## config.mk

```make
export PLATFORM = sky130hd
export DESIGN_NAME = oam_dma
export DESIGN_NICKNAME = d
export VERILOG_FILES = /design/src/rtl/nes_pkg.sv /design/src/rtl/oam_dma.sv
export SDC_FILE = /design/constraint.sdc
export NUM_CORES = 1
export LEC_CHECK = 0
export BUFFER_PORTS_ARGS = -buffer_cell sky130_fd_sc_hd__buf_2
export CORE_ASPECT_RATIO = 1.1
export CORE_MARGIN = 2
export CORE_UTILIZATION = 53
export DETAILED_ROUTE_END_ITERATION = 7
export GPL_TIMING_DRIVEN = 0
export PLACE_DENSITY = 0.87
export SLEW_MARGIN = 40
export SYNTH_ARGS = -nofsm -noshare
export SYNTH_HDL_FRONTEND = slang
export SYNTH_SLANG_ARGS = --single-unit
```

## constraint.sdc

```tcl
create_clock -name cpu_clock -period 2.1 [get_ports cpu_clock]
set_input_delay 0.105 -clock cpu_clock [delete_from_list [all_inputs] [get_ports cpu_clock]]
set_output_delay 0.105 -clock cpu_clock [all_outputs]
set_load 0.05 [all_outputs]
```

## src/rtl/nes_pkg.sv

```systemverilog
// Shared NES system definitions: DMA state encoding, register addresses
// and CPU bus decode widths.
package nes_pkg;

  typedef enum logic [2:0] {
    IDLE  = 3'd0,
    HALT  = 3'd1,
    ALIGN = 3'd2,
    READ  = 3'd3,
    WRITE = 3'd4
  } dma_state_t;

  localparam int CPU_ADDR_W = 16;
  localparam int CPU_DATA_W = 8;

  localparam logic [CPU_ADDR_W-1:0] ADDR_OAMDMA  = 16'h4014;
  localparam logic [CPU_ADDR_W-1:0] ADDR_OAMDATA = 16'h2004;

  // Full 16-bit decode of a CPU write to the OAM DMA trigger register.
  function automatic logic is_oamdma_write(input logic [CPU_ADDR_W-1:0] addr,
                                           input logic wr);
    return wr && (addr == ADDR_OAMDMA);
  endfunction

endpackage

```

## src/rtl/oam_dma.sv

```systemverilog
// OAM DMA controller: copies one 256-byte CPU page into PPU sprite memory
// through the OAM data port while holding the CPU off the bus.
module oam_dma
  import nes_pkg::*;
#(
  parameter int RD_LAT = 1
) (
  input  logic        cpu_clock,
  input  logic        reset_n,
  input  logic        reg_wr_en,
  input  logic [7:0]  reg_din,
  input  logic [7:0]  bus_din,
  output logic        dma_en,
  output logic [15:0] dma_addr,
  output logic        oam_wr_en,
  output logic [7:0]  oam_din,
  output logic        done
);

  // Last value of the wait counter before the read data is valid.
  localparam logic [1:0] WAIT_LAST = 2'(RD_LAT - 1);

  dma_state_t  state;
  logic [7:0]  page;
  logic [7:0]  index;
  logic [1:0]  wait_cnt;
  logic        parity;
  logic [7:0]  oam_data;

  // Free-running cycle parity used to decide whether an alignment cycle is needed.
  always_ff @(posedge cpu_clock or negedge reset_n) begin
    if (!reset_n) parity <= 1'b0;
    else          parity <= ~parity;
  end

  // Transfer FSM with registered bus, strobe and completion outputs.
  always_ff @(posedge cpu_clock or negedge reset_n) begin
    if (!reset_n) begin
      state     <= IDLE;
      page      <= 8'h00;
      index     <= 8'h00;
      wait_cnt  <= 2'd0;
      dma_en    <= 1'b0;
      dma_addr  <= 16'h0000;
      oam_wr_en <= 1'b0;
      oam_data  <= 8'h00;
      done      <= 1'b0;
    end else begin
      oam_wr_en <= 1'b0;
      done      <= 1'b0;
      case (state)
        IDLE: begin
          if (reg_wr_en) begin
            page     <= reg_din;
            index    <= 8'h00;
            dma_en   <= 1'b1;
            dma_addr <= {reg_din, 8'h00};
            state    <= HALT;
          end
        end
        HALT: begin
          wait_cnt <= 2'd0;
          state    <= parity ? ALIGN : READ;
        end
        ALIGN: begin
          wait_cnt <= 2'd0;
          state    <= READ;
        end
        READ: begin
          // The strobe is registered on the last wait cycle so it is high
          // exactly while WRITE is active.
          if (wait_cnt == WAIT_LAST) begin
            oam_wr_en <= 1'b1;
            done      <= (index == 8'hFF);
            state     <= WRITE;
          end else begin
            wait_cnt <= wait_cnt + 2'd1;
          end
        end
        WRITE: begin
          oam_data <= bus_din;
          wait_cnt <= 2'd0;
          if (index == 8'hFF) begin
            dma_en   <= 1'b0;
            dma_addr <= 16'h0000;
            state    <= IDLE;
          end else begin
            index    <= index + 8'd1;
            dma_addr <= {page, index + 8'd1};
            state    <= READ;
          end
        end
        default: begin
          dma_en   <= 1'b0;
          dma_addr <= 16'h0000;
          state    <= IDLE;
        end
      endcase
    end
  end

  // Bus data is valid during WRITE itself, so the OAM port sees it directly
  // while the strobe is high and the last written byte is held otherwise.
  assign oam_din = oam_wr_en ? bus_din : oam_data;

endmodule

```

==> impl_metrics.py <==
metrics = {
    "run_status": {
        "status": "complete, no violations",
    },
    "layout": {
        "final_util": 0.6587,
        "layout-drive-gt1-share": 0.3886,
        "mostFrequentLayoutCell": "dfrtp_1",
        "final_cell_mix": "49 x dfrtp_1, 44 x buf_2, 24 x mux2_2",
        "fillers": 310,
        "layout.nets": 249,
        "areaGrowthSynthToFinish_pct": 20.48,
        "design_area_sq_mm": 0.002591,
        "fin_cells": 281,
        "insertedDiodeCount": 0,
    },
    "critical_path": {
        "r2r_end": "dma_en",
        "reg2reg_setup_slack_ns": 0.27,
        "path_max_fanout": 7,
        "start_kind": "flop",
        "worstPathArrival_ns": 2.04,
        "cp.required_ns": 2.31,
        "endpoint": "dma_en",
        "worstSetupStartpoint": "index[0]",
        "reg2reg_from": "index[0]",
        "critPathCaptureType": "flop",
        "path_class": "flop to flop",
        "ff2ff_path_depth": 5,
    },
    "placed_design": {
        "dpl.hpwl_um": 2928,
        "placed_area_sq_mm": 0.002444,
        "dp_cells": 272,
        "place_ws_ns": 0.2830,
        "place_congestion": 0.8345,
        "port-buffer-count": 45,
    },
    "clocking": {
        "root_buffer": "clkbuf_8",
        "htree_levels": 2,
        "cts.sinks": 49,
        "clock_latency_ns": 0.30,
        "clockBufferDepth": 2,
        "clk_pin_slew_ns": 0.09,
        "cts_tree": "done",
        "cts_post_setup_buffers_inserted": 0,
        "numCtsBuffers": 5,
    },
    "power": {
        "peakVddDrop_mv": 0.8037,
        "seqPwrFrac": 0.347,
        "leakagePower_nw": 1.362,
        "switchingPower_mw": 1.739,
        "power_density_mw_per_mm2": 1579,
        "intPower_mw": 2.354,
        "p_sw_frac": 0.4248,
        "power.total_mw": 4.093,
        "comb_power_share": 0.457,
        "power_frac_clock": 0.196,
    },
    "synthesis": {
        "syn_inst": 175,
        "synthTopCellsByArea": "dfrtp_1 57%, mux2_2 13%, a21o_1 4.2%",
        "synth-seq-cells": 49,
        "synth_top_area_frac": 0.5701,
        "seq_area_frac_synth": 0.5701,
        "avgSynthCellArea_sq_um": 12.29,
        "syn_nets": 196,
        "synth_warnings": 0,
        "yosysTopAreaCell": "dfrtp_1",
        "syn_area_sq_mm": 0.002151,
        "ys_types": 30,
    },
    "sta": {
        "final_max_slew_viol_count": 0,
        "finalHoldViolations": 0,
        "hold_slack_ns": 0.03262,
        "rsz0062_at_grt": "false",
        "fmax_ghz": 0.5454,
        "final.setup.tns_ns": 0,
        "fin_crit_ns": 1.834,
        "fin_crit_sh": 0.8732,
        "final-setup-viol-count": 0,
        "slew-limit-headroom": 0.5154,
        "fin_ws_ns": 0.2663,
        "clock_skew_ns": 0.007588,
        "tightest_slew_ns": 0.7238,
    },
    "floorplan": {
        "start_util": 0.5468,
        "placementRows": 24,
        "core_sq_mm": 0.003934,
        "pin_count": 46,
        "die-area_sq_mm": 0.004584,
        "die_h_um": 70.81,
        "die_w_um": 64.74,
    },
    "grt": {
        "grt_first_pass_wirelength_um": 6851,
        "grt_max_degree": 50,
        "grt_pass1_vias": 1479,
        "overflow": 0,
        "antenna_found_initial": 0,
        "track_usage": 0.1956,
    },
    "drt": {
        "num_vias": 1535,
        "routed_wl_um": 4169,
        "drc": 0,
        "drt_first_iter_violations": 122,
        "ant_nets": 0,
        "dr.pass1.iters": 4,
        "vias_per_cell": 5.463,
        "post_drt_wl_per_cell_um": 14.84,
    },
    "hold_path": {
        "hp-class": "primary input to flop",
        "min-delay-start": "reg_din[6]",
    },
    "run": {
        "max-cap-violations": 0,
    },
}
==> routing by layer <==
| metal | part of all wire | GRT usage |
|---|---|---|
| met1 | 0.44 | 0.2592 |
| met2 | 0.50 | 0.3150 |
| met3 | 0.040 | 0.04928 |
| met4 | 0.014 | 0.06856 |
| met5 | 0 | 0 |
==> critical path, cell delays in order, from the launching register on <==
cell and delay, ns:
dfrtp_1 0.45, ha_1 0.22, nand3_1 0.20, o21ai_1 0.53
nand2_1 0.12, a21o_2 0.22
==> repair_timing <==
action | CTS | global route
gates resized for setup | 0 | 0
hold buffers | 1 | 0
endpoints found under the setup margin | 0 | 0
hold endpoints to repair | 49 | 0
==> registers in the layout (all words and copies together) (netlist names) <==
register	flops
parity	1
oam_data	8
done	1
state	3
index	8
dma_en	1
wait_cnt	2
oam_wr_en	1
page	8
dma_addr	16
==> power by group through the flow <==
stage	combinational, mW	sequential, mW	clock (mW)
after floorplan	1.16	1.72	0
after global placement	1.82	1.42	0
after detailed placement	1.87	1.44	0
after CTS	1.89	1.42	0.813
after global routing	1.99	1.45	0.852
final	1.87	1.42	0.801
==> logic make-up after synthesis <==
logic type	count (synthesis)	synth area share
flops	49	0.5701
simple gates	45	0.1099
compound gates	38	0.1198
mux	26	0.1396
buf+inv	12	0.03665
xor+xnor	3	0.01222
fa+ha+maj	2	0.01163
==> final cells by class <==
cell class                 count  area, sq um  share of cell area
clock buffer                   5        68.82             0.02656
clock inverter                 3        68.82             0.02656
buffer                         7        60.06             0.02318
tap                           52        65.06             0.02511
inverter                       5        18.77            0.007243
timing repair buffer          46        237.7             0.09174
multi-input combinational    114        845.8              0.3264
sequential                    49         1226              0.4732
==> synthesized netlist by cell type, drive strengths merged <==
master  count
nor4b       1
nand2      23
a21o       13
o21ai       7
nand4       2
inv         5
or3         3
buf         6
o21a        1
a22o        3
xnor2       2
nor3b       3
and2        1
mux2       26
nor2        5
a21oi       6
clkbuf      1
nor3        3
ha          2
a22oi       8
dfrtp      49
xor2        1
nand3       4
==> worst min path at each step <==
stage	slack [ns]	depth (start not counted)	to
6_report	0.03	3	dma_addr[14]
5_1_grt	0.03	2	oam_data[5]
4_1_cts	0.04	3	dma_addr[14]
3_5_place_dp	0.16	1	oam_data[6]
3_3_place_gp	0.35	1	oam_data[5]
2_1_floorplan	-0.19	0	dma_addr[0]
Note: power is estimated with default switching activity, not from simulation.
